$ cat src/rtl/p_add_arb_pkg.sv
// Shared perceptron types: data configs, helpers and the
// round-robin pointer macro used by the adder arbiter.
`ifndef RR_NEXT_DEFINED
`define RR_NEXT_DEFINED
`define RrNext(ptr, N) ((int'(ptr) + 1) % (N))
`endif

package p_add_arb_pkg;

  typedef enum logic [1:0] {
    FXP,
    FLP
  } dtype_t;

  typedef struct packed {
    dtype_t     dtype;
    logic       sgn;
    logic [7:0] prec;
    logic [7:0] frac;
  } dconf_t;

  localparam dconf_t FXP_S8_3 = '{
    dtype: FXP,
    sgn:   1'b1,
    prec:  8'd8,
    frac:  8'd3
  };

  localparam dconf_t FXP_S16_4 = '{
    dtype: FXP,
    sgn:   1'b1,
    prec:  8'd16,
    frac:  8'd4
  };

  function automatic int imax(int a, int b);
    return (a > b) ? a : b;
  endfunction

endpackage

$ cat src/rtl/p_add.sv
// Fixed-point adder: aligns binary points, rounds half-up
// to the result format and saturates with ovf/udf flags.
module p_add
  import p_add_arb_pkg::*;
#(
  parameter dconf_t I1_CONF = FXP_S8_3,
  parameter dconf_t I2_CONF = FXP_S16_4,
  parameter dconf_t O_CONF  = FXP_S16_4,
  localparam int P1 = int'(I1_CONF.prec),
  localparam int P2 = int'(I2_CONF.prec),
  localparam int PO = int'(O_CONF.prec)
) (
  input  logic [P1-1:0] in1,
  input  logic [P2-1:0] in2,
  output logic [PO-1:0] out,
  output logic          ovf,
  output logic          udf,
  output logic          rounded
);

  localparam int F1 = int'(I1_CONF.frac);
  localparam int F2 = int'(I2_CONF.frac);
  localparam int FO = int'(O_CONF.frac);
  localparam int FA = imax(F1, F2);
  localparam int WA = imax(P1 - F1, P2 - F2) + FA + 2;
  localparam int WR = (FO >= FA) ? WA + FO - FA
                                 : WA - (FA - FO) + 1;
  localparam int WC = imax(WR, PO) + 1;

  localparam logic signed [WC-1:0] OMAX =
    O_CONF.sgn ? WC'((64'sd1 <<< (PO - 1)) - 64'sd1)
               : WC'((64'sd1 <<< PO) - 64'sd1);
  localparam logic signed [WC-1:0] OMIN =
    O_CONF.sgn ? WC'(-(64'sd1 <<< (PO - 1)))
               : '0;

  logic                 s1;
  logic                 s2;
  logic signed [WA-1:0] a1;
  logic signed [WA-1:0] a2;
  logic signed [WA-1:0] sum;
  logic signed [WR-1:0] rv;
  logic signed [WC-1:0] rw;
  logic                 rnd;

  assign s1  = I1_CONF.sgn & in1[P1-1];
  assign s2  = I2_CONF.sgn & in2[P2-1];
  assign a1  = $signed({{(WA-P1){s1}}, in1}) <<< (FA - F1);
  assign a2  = $signed({{(WA-P2){s2}}, in2}) <<< (FA - F2);
  assign sum = a1 + a2;

  generate
    if (FO == FA) begin : g_same
      assign rv  = sum;
      assign rnd = 1'b0;
    end else if (FO > FA) begin : g_up
      assign rv  = {sum, {(FO-FA){1'b0}}};
      assign rnd = 1'b0;
    end else begin : g_down
      localparam int D = FA - FO;
      assign rnd = |sum[D-1:0];
      assign rv  = $signed({sum[WA-1], sum[WA-1:D]})
                 + $signed({{(WR-1){1'b0}}, sum[D-1]});
    end
  endgenerate

  assign rw      = WC'(rv);
  assign ovf     = rw > OMAX;
  assign udf     = rw < OMIN;
  assign rounded = rnd;

  // clamp to the result range on overflow or underflow
  always_comb begin
    out = rw[PO-1:0];
    if (ovf) out = OMAX[PO-1:0];
    else if (udf) out = OMIN[PO-1:0];
  end

endmodule

$ cat src/rtl/p_add_arb_rr_arbiter.sv
// Combinational round-robin picker: first set request at
// or after ptr, wrapping, as one-hot and binary index.
module rr_arbiter #(
  parameter int N = 4,
  localparam int IW = (N > 1) ? $clog2(N) : 1
) (
  input  logic [N-1:0]  req,
  input  logic [IW-1:0] ptr,
  output logic [N-1:0]  gnt,
  output logic [IW-1:0] idx
);

  // scan farthest-first so the nearest request wins last
  always_comb begin
    gnt = '0;
    idx = '0;
    for (int k = N - 1; k >= 0; k--) begin
      if (req[(int'(ptr) + k) % N]) begin
        gnt = N'(1) << ((int'(ptr) + k) % N);
        idx = IW'((int'(ptr) + k) % N);
      end
    end
  end

endmodule

$ cat src/rtl/p_add_arb.sv
// Round-robin arbiter sharing one p_add among NREQ lanes,
// with a registered result channel and imprecision count.
module p_add_arb
  import p_add_arb_pkg::*;
#(
  parameter int     NREQ    = 4,
  parameter dconf_t I1_CONF = FXP_S8_3,
  parameter dconf_t I2_CONF = FXP_S16_4,
  parameter dconf_t O_CONF  = FXP_S16_4,
  parameter int     CNT_W   = 16,
  localparam int IW = $clog2(NREQ),
  localparam int P1 = int'(I1_CONF.prec),
  localparam int P2 = int'(I2_CONF.prec),
  localparam int PO = int'(O_CONF.prec)
) (
  input  logic                     clk,
  input  logic                     reset_,
  input  logic [NREQ-1:0]          req_valid,
  output logic [NREQ-1:0]          req_ready,
  input  logic [NREQ-1:0][P1-1:0]  req_in1,
  input  logic [NREQ-1:0][P2-1:0]  req_in2,
  output logic                     out_valid,
  input  logic                     out_ready,
  output logic [IW-1:0]            out_id,
  output logic [PO-1:0]            out,
  output logic                     ovf,
  output logic                     udf,
  output logic                     rounded,
  output logic [CNT_W-1:0]         imp_cnt
);

  logic [1:0]      rsync;
  logic            rst_n;
  logic [IW-1:0]   rr_ptr;
  logic [NREQ-1:0] gnt;
  logic [IW-1:0]   gidx;
  logic [P1-1:0]   in1;
  logic [P2-1:0]   in2;
  logic [PO-1:0]   sum;
  logic            s_ovf;
  logic            s_udf;
  logic            s_rnd;
  logic            slot_free;
  logic            fire;

  // assert reset at once, release it two edges later
  always_ff @(posedge clk or negedge reset_) begin
    if (!reset_) rsync <= 2'b00;
    else rsync <= {rsync[0], 1'b1};
  end

  assign rst_n = rsync[1];

  rr_arbiter #(
    .N (NREQ)
  ) u_rr (
    .req (req_valid),
    .ptr (rr_ptr),
    .gnt (gnt),
    .idx (gidx)
  );

  assign in1 = req_in1[gidx];
  assign in2 = req_in2[gidx];

  p_add #(
    .I1_CONF (I1_CONF),
    .I2_CONF (I2_CONF),
    .O_CONF  (O_CONF)
  ) u_add (
    .in1     (in1),
    .in2     (in2),
    .out     (sum),
    .ovf     (s_ovf),
    .udf     (s_udf),
    .rounded (s_rnd)
  );

  assign slot_free = !out_valid | out_ready;
  assign fire      = rst_n & slot_free & (|req_valid);
  assign req_ready = fire ? gnt : '0;

  // result slot: load on fire, drop valid on a bare drain
  always_ff @(posedge clk or negedge rst_n) begin
    if (!rst_n) begin
      out_valid <= 1'b0;
      out       <= '0;
      out_id    <= '0;
      ovf       <= 1'b0;
      udf       <= 1'b0;
      rounded   <= 1'b0;
      rr_ptr    <= '0;
    end else if (fire) begin
      out_valid <= 1'b1;
      out       <= sum;
      out_id    <= gidx;
      ovf       <= s_ovf;
      udf       <= s_udf;
      rounded   <= s_rnd;
      rr_ptr    <= IW'(`RrNext(gidx, NREQ));
    end else if (out_ready) begin
      out_valid <= 1'b0;
    end
  end

  // count imprecise results, sticking at all-ones
  always_ff @(posedge clk or negedge rst_n) begin
    if (!rst_n) begin
      imp_cnt <= '0;
    end else if (fire && (s_ovf | s_udf | s_rnd)) begin
      if (imp_cnt != '1) imp_cnt <= imp_cnt + 1'b1;
    end
  end

endmodule
$ cat config.mk
export PLATFORM = sky130hd
export DESIGN_NAME = p_add_arb
export DESIGN_NICKNAME = d
export VERILOG_FILES = /design/src/rtl/p_add_arb_pkg.sv /design/src/rtl/p_add.sv /design/src/rtl/p_add_arb_rr_arbiter.sv /design/src/rtl/p_add_arb.sv
export SDC_FILE = /design/constraint.sdc
export NUM_CORES = 1
export LEC_CHECK = 0
export CAP_MARGIN = 25
export CORE_AREA = 10 10 105 107
export CTS_BUF_LIST = sky130_fd_sc_hd__clkbuf_4 sky130_fd_sc_hd__clkbuf_8 sky130_fd_sc_hd__clkbuf_16
export CTS_CLUSTER_DIAMETER = 50
export DETAILED_ROUTE_END_ITERATION = 10
export DIE_AREA = 0 0 115 117
export GPL_TIMING_DRIVEN = 0
export PLACE_DENSITY = 0.77
export SLEW_MARGIN = 30
export SYNTH_ARGS = -nofsm -noshare
export SYNTH_HDL_FRONTEND = slang
export SYNTH_SLANG_ARGS = --single-unit
export TNS_END_PERCENT = 1
$ cat constraint.sdc
create_clock -name clk -period 2.73 [get_ports clk]
set_input_delay 0.273 -clock clk [delete_from_list [all_inputs] [get_ports clk]]
set_output_delay 0.273 -clock clk [all_outputs]
set_load 0.01 [all_outputs]
==> results of run 1 <==
-- per-layer routing --
layer / vias up / wire, um / track usage
met5: - / 0 / 0
met3: 35 / 1027 / 0.04995
met1: 2120 / 5807 / 0.2172
met4: 0 / 445 / 0.06353
met2: 175 / 7269 / 0.3431
li1: 2131 / - / -
-- worst max-delay path: stages, from the launching register on --
cell	delay [ns]
dfrtp_2	0.43
buf_6	0.13
clkinvlp_4	0.08
ha_4	0.21
buf_4	0.14
mux2i_2	0.16
o21ba_4	0.21
or3_4	0.37
nand2_8	0.12
buf_6	0.14
buf_4	0.22
a211oi_1	0.08
a31oi_1	0.20
ha_1	0.30
a21o_1	0.20
a21oi_2	0.14
o21bai_1	0.10
a2111o_1	0.45
o2111ai_4	0.13
and4b_1	0.29
nor4_4	0.04
buf_4	0.16
nor2b_4	0.13
mux2i_4	0.28
buf_6	0.17
buf_12	0.11
nor3_4	0.04
xor2_1	0.16
-- cells in the mapped netlist (3+ instances only) --
cell type	count	area, sq um
and2_1	15	93.84
xor2_1	22	192.7
nor2b_1	3	18.77
maj3_1	8	80.08
nand2b_1	3	18.77
nor3_2	5	50.05
or2_2	3	18.77
and2_0	7	43.79
nor2_1	19	71.32
a311oi_1	4	35.03
nand3_1	10	50.05
o31ai_1	9	67.56
buf_4	3	22.52
nand2_1	78	292.8
a21oi_1	13	65.06
clkbuf_1	13	48.80
a211oi_1	25	187.7
mux4_2	3	67.56
buf_1	9	33.78
nor4_1	5	31.28
inv_1	15	56.30
dfrtp_1	41	1026
mux2i_1	17	170.2
mux2_2	5	56.30
a221oi_1	6	52.55
a211o_1	4	35.03
a31oi_1	19	118.9
buf_2	6	30.03
nor3_1	4	20.02
a21o_1	8	60.06
xnor2_1	17	148.9
o21ai_0	12	60.06
ha_1	23	287.8
-- layout make-up --
type	instances	area (sq um)
buffer	31	280.3
inverter	15	62.56
sequential	41	1028
tap	111	138.9
fill	642	2349
multi-input combinational	387	3178
clock inverter	2	37.54
timing repair buffer	194	1864
clock buffer	6	82.58
-- how the worst min path moves through the flow --
| stage | slack (ns) | cells after the start | startpoint | end |
|---|---|---|---|---|
| global placement | 0.34 | 0 | rsync[0]$_DFF_PN0_ | rsync[1]$_DFF_PN0_ |
| detailed placement | 0.23 | 0 | rsync[1]$_DFF_PN0_ | out_valid$_DFFE_PN0P_ |
| CTS | 0.13 | 1 | reset_ | rsync[0]$_DFF_PN0_ |
| finish | 0.13 | 1 | reset_ | rsync[0]$_DFF_PN0_ |
| floorplan | -0.02 | 0 | reset_ | rsync[0]$_DFF_PN0_ |
| global route | 0.13 | 1 | reset_ | rsync[0]$_DFF_PN0_ |
-- sequential cells by signal (all words and copies together), names as in the netlist --
register   count
udf            1
out_id         2
out           16
out_valid      1
rr_ptr         2
ovf            1
rsync          2
imp_cnt       16
-- stage by stage --
stage                     TNS (ns)  cell area, sq um    util
after global placement     -106.23              5693  0.6311
after detailed placement   -110.64              5722  0.6343
final                       -83.54              6673  0.7397
after floorplan             -79.44              4163       -
after global routing        -91.75              6673  0.7397
after CTS                   -86.99              6282  0.6964
-- cells by family (layout without fill, tap and decap cells) --
logic type | Yosys count | after routing
AND/OR/NAND/NOR | 166 | 166
AO/OA/AOI/OAI | 121 | 121
buffers and inverters | 46 | 248
flip-flops | 41 | 41
XOR/XNOR | 39 | 39
adder cells (fa/ha/maj) | 33 | 33
multiplexers | 26 | 26
other | 2 | 2
-- repair_timing --
item | CTS | global route
pin swaps | 16 | 24
buffers inserted | 31 | 22
gates cloned | 1 | 1
resized for setup | 49 | 48
setup endpoints to repair | 42 | 38
==> results by group, run 1 <==
Route
  – Wire length per cell: 18.49 um
  – Avg Vias per Cell: 5.668
  – DR iter-0 viols: 304
  – WL final: 14.55 mm
  – Final ANT Viol Nets: 0
  – Post-route DRC: 0
  – DR pass1 iterations: 5
  – Vias: 4461

Setup path
  – Worst Path Arrival: 5.52 ns
  – End of the critical path: imp_cnt[14]$_DFFE_PN0P_
  – R2R depth: 27
  – Critical Path RT: 2.91 ns
  – Flop-to-flop setup slack: -2.61 ns
  – Startpoint type of the worst setup path: register
  – Reg-to-Reg Start: rr_ptr[0]$_DFFE_PN0P_
  – Critical path startpoint: rr_ptr[0]$_DFFE_PN0P_
  – Crit path max fanout: 10
  – Critical path class: reg -> reg
  – Setup crit end kind: register
  – Crit Reg-Reg Endpoint: imp_cnt[14]$_DFFE_PN0P_

Synth
  – Post-Syn Nets: 601
  – Netlist Area Pre-Place: 3996 sq um
  – Post-Synth XOR/XNOR Area: 0.08547
  – Synth warn: 0
  – Post-synthesis cell type count: 63
  – Post-Synthesis Cells: 474
  – Synthesized area per cell: 8.431 sq um
  – Area share of and/or/nand/nor cells after synthesis: 0.2085
  – EDFF count, synth: 0
  – Async S/R FF share, synth: 1.000
  – Main synth FF type: dfrtp_1
  – Largest family of logic cells by synthesized area: compound AO/OA/AOI/OAI gates
  – Synth Area in Adders: 0.09987
  – Mux cell area share after synthesis: 0.07639
  – Synth Area in Compound Gates: 0.2232
  – Register area share after synthesis: 0.2567
  – FF+latch count, synth: 41

Floorplanning
  – Row count: 35
  – Die width: 115 um
  – CORE AREA: 9021 sq um
  – Num ports: 145
  – Die Height: 117 um
  – Initial Util: 0.4430
  – Die Area: 13460 sq um

Cells and area
  – Layout Nets: 802
  – Commonest non-fill, non-tap cell in the layout: clkdlybuf4s50_1
  – Commonest non-fill, non-tap cells in the layout: clkdlybuf4s50_1 (139), nand2_1 (76), buf_4 (50)
  – Synthesis-to-finish area growth: 66.97%
  – Fraction of layout cells with a size suffix above 1: 0.2441
  – Final Non-Filler Cells: 787
  – N_diodes: 0

GRT
  – Largest net degree at the start of global routing: 23
  – First-pass GRT wire length: 21.48 mm
  – Number of global-route vias before repair: 4507
  – Congestion Overflow GR: 0
  – All-Layer GR Usage: 0.1922
  – Initial antenna violation count: 0

Clock network
  – CTS Buf Count: 5
  – CTS tree: yes
  – H-tree depth: 2
  – CTS clk-pin slew, worst paths: 0.08 ns
  – Hold-fix buffers at CTS: 0
  – Sink Count: 41
  – Clock Tree Root: clkbuf_8
  – Skew-Pair Late Insertion Delay: 0.31 ns
  – CTS Buffer Depth: 2

Timing
  – Final min period: 5.336 ns
  – Setup ws final: -2.606 ns
  – Slew Viols, Final: 0
  – Clock Skew: 0.009783 ns
  – Achievable frequency: 187.4 MHz
  – Worst slew pin tran: 1.342 ns
  – Worst hold slack: 0.1283 ns
  – Max_slew headroom: 0.08242
  – Unrepaired setup endpoints after global routing: true
  – Period utilization: 1.955
  – Final Hold Viols: 0
  – Setup-failing EPs final: 38

Run status
  – Failing checks: setup timing
  – Status: complete, but fails checks

Place
  – Hpwl dp: 10.64 mm
  – IO buf count: 139
  – Dpl ws: -3.401 ns
  – Final Wtd Congestion: 0.8265
  – DP Cell Count: 725

Worst hold path
  – Hold WC Path Type: in -> async

Job
  – Max-cap violations: 0
Power of run 1 is left out: the tool's default activity adds up to more than one toggle a clock period on the data nets, which glitch-free logic cannot reach.
==> run 2: changes to the inputs <==
- TNS_END_PERCENT: 1 -> 100
- clock period: 2.73 -> 5.75 ns (I/O delays scaled with it)
==> run 2 against run 1 <==
The run now ends clean. Sequential share of layout area grew 1.8 points. First-iteration DRC count shrank 24%. Die area is the same. Wire length shrank 11%. Utilization shrank 7.6 points. Critical path depth shrank 2. Fmax shrank 2.4%. Register-to-register slack gained 2.9 ns. Critical path type unchanged. Largest cell class unchanged.
==> results by group, run 2 (synthesized netlist as in run 1, its figures left out) <==
Clock network
  – CTS Buf Count: 5 (unchanged)
  – H-tree depth: 2 (unchanged)
  – CTS Buffer Depth: 2 (unchanged)
  – Sink Count: 41 (unchanged)
  – Skew-Pair Late Insertion Delay: 0.29 ns (was 0.31 ns)
  – CTS clk-pin slew, worst paths: 0.08 ns (about the same)
  – CTS tree: yes (unchanged)
  – Hold-fix buffers at CTS: 0 (unchanged)
  – Clock Tree Root: clkbuf_8 (unchanged)

Timing
  – Clock Skew: 0.005290 ns (was 0.009783 ns)
  – Max_slew headroom: 0.3149 (was 0.08242)
  – Achievable frequency: 182.9 MHz (was 187.4 MHz)
  – Setup-failing EPs final: 0 (was 38)
  – Final min period: 5.469 ns (was 5.336 ns)
  – Setup TNS: 0 ns (was -83.54 ns)
  – Slew Viols, Final: 0 (unchanged)
  – Worst slew pin tran: 1.002 ns (was 1.342 ns)
  – Period utilization: 0.9511 (was 1.955)
  – Final Hold Viols: 0 (unchanged)

Setup path
  – Worst Path Arrival: 5.68 ns (was 5.52 ns)
  – Critical path class: reg -> reg (unchanged)
  – End of the critical path: imp_cnt[2]$_DFFE_PN0P_ (was imp_cnt[14]$_DFFE_PN0P_)
  – Critical path startpoint: rr_ptr[0]$_DFFE_PN0P_ (unchanged)
  – Flop-to-flop setup slack: 0.28 ns (was -2.61 ns)
  – R2R depth: 25 (was 27)
  – Setup crit end kind: register (unchanged)
  – Crit path max fanout: 10 (unchanged)
  – Startpoint type of the worst setup path: register (unchanged)
  – Critical Path RT: 5.96 ns (was 2.91 ns)
  – Reg-to-Reg Start: rr_ptr[0]$_DFFE_PN0P_ (unchanged)
  – Crit Reg-Reg Endpoint: imp_cnt[2]$_DFFE_PN0P_ (was imp_cnt[14]$_DFFE_PN0P_)

Route
  – Post-route DRC: 0 (unchanged)
  – Avg Vias per Cell: 5.618 (was 5.668)
  – Final ANT Viol Nets: 0 (unchanged)
  – Wire length per cell: 17.39 um (was 18.49 um)
  – DR iter-0 viols: 230 (was 304)
  – Vias: 4202 (was 4461)
  – WL final: 13.01 mm (was 14.55 mm)
  – DR pass1 iterations: 4 (was 5)

Floorplanning
  – Die width: 115 um (unchanged)
  – Row count: 35 (unchanged)
  – Die Area: 13460 sq um (unchanged)
  – Die Height: 117 um (unchanged)
  – Num ports: 145 (unchanged)
  – CORE AREA: 9021 sq um (unchanged)
  – Initial Util: 0.4430 (unchanged)

Cells and area
  – Fraction of layout cells with a size suffix above 1: 0.1523 (was 0.2441)
  – Layout Nets: 763 (was 802)
  – N_diodes: 0 (unchanged)
  – Final Instance Area: 5983 sq um (was 6673 sq um)
  – Commonest non-fill, non-tap cells in the layout: clkdlybuf4s50_1 (135), nand2_1 (78), dfrtp_1 (39) (was clkdlybuf4s50_1 (139), nand2_1 (76), buf_4 (50))
  – Regs by FF count: imp_cnt (16), out (16) (unchanged)
  – Commonest non-fill, non-tap cell in the layout: clkdlybuf4s50_1 (unchanged)
  – # fillers: 763 (was 642)
  – Synthesis-to-finish area growth: 49.72% (was 66.97%)

Place
  – IO buf count: 139 (unchanged)
  – Placed Area: 5583 sq um (was 5722 sq um)
  – Final Wtd Congestion: 0.8746 (was 0.8265)
  – Hpwl dp: 10.44 mm (was 10.64 mm)

Worst hold path
  – Hold WC Path Type: reg -> async (was in -> async)

GRT
  – Number of global-route vias before repair: 4288 (was 4507)
  – Initial antenna violation count: 0 (unchanged)
  – Congestion Overflow GR: 0 (unchanged)
  – All-Layer GR Usage: 0.1840 (was 0.1922)
  – Largest net degree at the start of global routing: 25 (was 23)
  – First-pass GRT wire length: 20.77 mm (was 21.48 mm)

Job
  – Max-cap violations: 0 (unchanged)

Run status
  – Status: completed (was complete, but fails checks)
[run 2: cell count changes in the layout (fill, tap and decap cells not counted), moves of 4 or more]
cell             previous run  this run
o31ai_1                     3         9
clkdlybuf4s50_1           139       135
o21ai_0                     7        11
buf_8                       4         0
buf_6                      13         4
clkbuf_4                    2         6
o31ai_2                     6         0
buf_4                      50        21
a211oi_1                   16        22
[run 2: area by class of cell]
type / instances / area (sq um) / area share
flip-flops and latches: 41 / 1028 / 0.1719
well taps: 111 / 138.9 / 0.02321
clock buffers: 7 / 96.34 / 0.01610
multi-input cells: 387 / 2928 / 0.4893
repair buffers: 156 / 1535 / 0.2566
clock inverters: 1 / 5.005 / 0.0008365
inverters: 15 / 58.81 / 0.009829
plain buffers: 30 / 192.7 / 0.03220
[run 2: metal layers]
metal,track usage,wire [um]
met5,0,0
met2,0.3251,6537
met3,0.04638,842
met1,0.2147,5431
met4,0.05198,194
[run 2: critical path: stages (launching register included)]
cell       delay [ns]
dfrtp_2          0.38
buf_6            0.15
inv_4            0.07
ha_4             0.31
mux4_2           0.31
buf_4            0.20
a31oi_4          0.23
a31oi_4          0.09
buf_6            0.18
clkbuf_4         0.19
a211oi_1         0.25
a31oi_1          0.07
ha_2             0.22
fa_1             0.40
a21o_1           0.19
a21oi_2          0.17
o21bai_1         0.13
a2111o_1         0.43
o2111ai_2        0.12
a211oi_2         0.13
nor4_4           0.27
nor2b_4          0.23
mux2i_4          0.11
buf_2            0.19
nor2_1           0.15
xor2_1           0.21
[run 2: through the flow]
step	hold slack, ns	instances	setup WS (ns)	util
final	0.1998	748	0.2810	0.6632
after global routing	0.2433	748	-0.02852	0.6632
after CTS	0.2162	741	0.001064	0.6490
after detailed placement	0.2103	725	-1.077	0.6189
after global placement	0.3414	724	-0.9800	0.6157
after floorplan	0.2794	474	0.05102	-
[run 2: worst min path at each step]
stage,to,slack [ns],cells after the start
final,imp_cnt[4]$_DFFE_PN0P_,0.20,0
after global routing,imp_cnt[4]$_DFFE_PN0P_,0.24,0
after CTS,imp_cnt[4]$_DFFE_PN0P_,0.22,0
after detailed placement,imp_cnt[4]$_DFFE_PN0P_,0.21,0
after global placement,rsync[1]$_DFF_PN0_,0.34,0
after floorplan,rsync[0]$_DFF_PN0_,0.28,0
[run 2: repair_timing]
item | 4_1_cts | 5_1_grt
cloned | 1 | 0
pin swaps | 2 | 6
endpoints found under the setup margin | 34 | 33
gates resized for setup | 36 | 29
setup buffers | 8 | 7
Power of run 2 is left out for the same reason.
==> run 3: changes to the inputs <==
- ABC_CLOCK_PERIOD_IN_PS: unset -> 5750
- CTS_CLUSTER_SIZE: unset -> 12
- SLEW_MARGIN: 30 -> 20
==> run 3 against run 2 <==
First-iteration DRC count fell by 6.1%. Wire length grew 1.8%. Cell count rose by 0.80%. Design area grew 0.96%. Utilization is 0.64 points higher. Clock skew increased by 0.0034 ns. Register-to-register slack lost 0.04 ns. Die area is the same. Global-route usage hardly changed. Non-clock buffer count is 6 higher.
==> results by group, run 3 (synthesized netlist as in run 1, its figures left out) <==
Worst hold path
  – Hold WC Path Type: reg -> async (unchanged)

Route
  – Final ANT Viol Nets: 0 (unchanged)
  – Vias: 4213 (was 4202)
  – Avg Vias per Cell: 5.588 (was 5.618)
  – DR iter-0 viols: 216 (was 230)
  – WL final: 13.24 mm (was 13.01 mm)
  – Wire length per cell: 17.55 um (was 17.39 um)
  – DR pass1 iterations: 4 (unchanged)
  – Post-route DRC: 0 (unchanged)

Floorplanning
  – Num ports: 145 (unchanged)
  – Row count: 35 (unchanged)
  – Die Height: 117 um (unchanged)
  – CORE AREA: 9021 sq um (unchanged)
  – Die width: 115 um (unchanged)
  – Initial Util: 0.4430 (unchanged)
  – Die Area: 13460 sq um (unchanged)

GRT
  – Largest net degree at the start of global routing: 35 (was 25)
  – First-pass GRT wire length: 20.88 mm (was 20.77 mm)
  – All-Layer GR Usage: 0.1842 (was 0.1840)
  – Congestion Overflow GR: 0 (unchanged)
  – Initial antenna violation count: 0 (unchanged)
  – Number of global-route vias before repair: 4298 (was 4288)

Setup path
  – Setup crit end kind: register (unchanged)
  – R2R depth: 24 (was 25)
  – Critical path class: in -> reg (was reg -> reg)
  – Critical Path RT: 5.98 ns (was 5.96 ns)
  – Reg-to-Reg Start: rr_ptr[0]$_DFFE_PN0P_ (unchanged)
  – Crit path max fanout: 10 (unchanged)
  – Crit Reg-Reg Endpoint: imp_cnt[7]$_DFFE_PN0P_ (was imp_cnt[2]$_DFFE_PN0P_)
  – Flop-to-flop setup slack: 0.24 ns (was 0.28 ns)
  – Startpoint type of the worst setup path: input pin (was register)
  – Worst Path Arrival: 5.74 ns (was 5.68 ns)

Clock network
  – Skew-Pair Late Insertion Delay: 0.30 ns (was 0.29 ns)
  – CTS tree: yes (unchanged)
  – CTS Buf Count: 5 (unchanged)
  – Sink Count: 41 (unchanged)
  – CTS clk-pin slew, worst paths: 0.08 ns (about the same)
  – CTS Buffer Depth: 2 (unchanged)
  – H-tree depth: 2 (unchanged)
  – Hold-fix buffers at CTS: 0 (unchanged)
  – Clock Tree Root: clkbuf_8 (unchanged)

Timing
  – Max_slew headroom: 0.3138 (was 0.3149)
  – Period utilization: 0.9589 (was 0.9511)
  – Achievable frequency: 181.4 MHz (was 182.9 MHz)
  – Slew Viols, Final: 0 (unchanged)
  – Worst slew pin tran: 1.003 ns (was 1.002 ns)
  – Clock Skew: 0.008681 ns (was 0.005290 ns)
  – Setup TNS: 0 ns (unchanged)
  – Setup-failing EPs final: 0 (unchanged)
  – Final min period: 5.514 ns (was 5.469 ns)
  – Final Hold Viols: 0 (unchanged)

Place
  – IO buf count: 139 (unchanged)
  – Final Wtd Congestion: 0.8746 (unchanged)
  – Hpwl dp: 10.46 mm (was 10.44 mm)

Cells and area
  – Area of the multi-input gates: 2938 sq um (was 2928 sq um)
  – Sequential cell area: 1028 sq um (unchanged)
  – N_diodes: 0 (unchanged)
  – Regs by FF count: imp_cnt (16), out (16) (unchanged)
  – Fraction of layout cells with a size suffix above 1: 0.1586 (was 0.1523)
  – # fillers: 749 (was 763)
  – Layout Nets: 769 (was 763)
  – Synthesis-to-finish area growth: 51.16% (was 49.72%)
  – Commonest non-fill, non-tap cell in the layout: clkdlybuf4s50_1 (unchanged)
  – Commonest non-fill, non-tap cells in the layout: clkdlybuf4s50_1 (135), nand2_1 (78), dfrtp_1 (39) (unchanged)

Run status
  – Status: completed (unchanged)

Job
  – Max-cap violations: 0 (unchanged)
run 3: cell type report:
cell class / instances / area share
Buffer: 30 / 0.03169
Multi-Input combinational cell: 387 / 0.4863
Tap cell: 111 / 0.02299
Timing Repair Buffer: 162 / 0.2622
Clock inverter: 1 / 0.0008285
Inverter: 15 / 0.009735
Clock buffer: 7 / 0.01595
Sequential cell: 41 / 0.1703
run 3: worst max path at each step:
stage                                   endpoint                   from  cells after the start  slack, ns
after global routing      imp_cnt[7]$_DFFE_PN0P_  rr_ptr[0]$_DFFE_PN0P_                     23      -0.03
after CTS                 imp_cnt[1]$_DFFE_PN0P_           req_valid[0]                     21       0.01
after detailed placement  imp_cnt[1]$_DFFE_PN0P_           req_valid[1]                     21      -1.11
final                     imp_cnt[7]$_DFFE_PN0P_           req_valid[1]                     22       0.24
after floorplan           imp_cnt[1]$_DFFE_PN0P_  rr_ptr[0]$_DFFE_PN0P_                     24       0.05
after global placement    imp_cnt[1]$_DFFE_PN0P_           req_valid[1]                     21      -0.98
run 3: timing repair:
action                                  4_1_cts  5_1_grt
pin swaps                                     3       10
endpoints found under the setup margin       34       31
endpoints found under the hold margin         0        0
resized for setup                            32       32
gates cloned                                  1        0
setup buffers                                14        7
run 3: per-layer routing:
layer  vias to the layer above  global-route usage  part of all wire  wire [um]
li1                       2057                   -                 -          -
met1                      2015              0.2152              0.40       5316
met2                       122              0.3326              0.52       6837
met3                        19             0.04281             0.066        878
met4                         0             0.04208             0.015        203
met5                         -                   0                 0          0
run 3: metrics by stage:
| step | instances | hold slack [ns] | worst slack (ns) | instance area [sq um] | utilization |
|---|---|---|---|---|---|
| final | 754 | 0.1084 | 0.2365 | 6041 | 0.6696 |
| after global routing | 754 | 0.1267 | -0.03338 | 6041 | 0.6696 |
| after CTS | 747 | 0.1138 | 0.01140 | 5891 | 0.6530 |
| after detailed placement | 725 | 0.1042 | -1.113 | 5575 | 0.6180 |
| after global placement | 724 | 0.3414 | -0.9800 | 5554 | 0.6157 |
| after floorplan | 474 | 0.2794 | 0.05102 | 4024 | - |
run 3: worst max-delay path, stage by stage:
cell and delay, ns:
dlygate4sd2_1 0.30, mux4_2 0.52, o21ba_1 0.22, or3_4 0.40, nand2_4 0.13, buf_4 0.19
clkbuf_4 0.23, a211oi_1 0.07, a31oi_1 0.18, ha_1 0.33, a21o_1 0.20, a21o_1 0.23
maj3_1 0.36, mux2i_1 0.15, mux2i_1 0.14, and2_1 0.20, nor4_4 0.33, nor2b_2 0.26
mux2i_4 0.14, buf_2 0.19, nor3_2 0.23, xnor2_1 0.15
Power of run 3 is left out for the same reason.
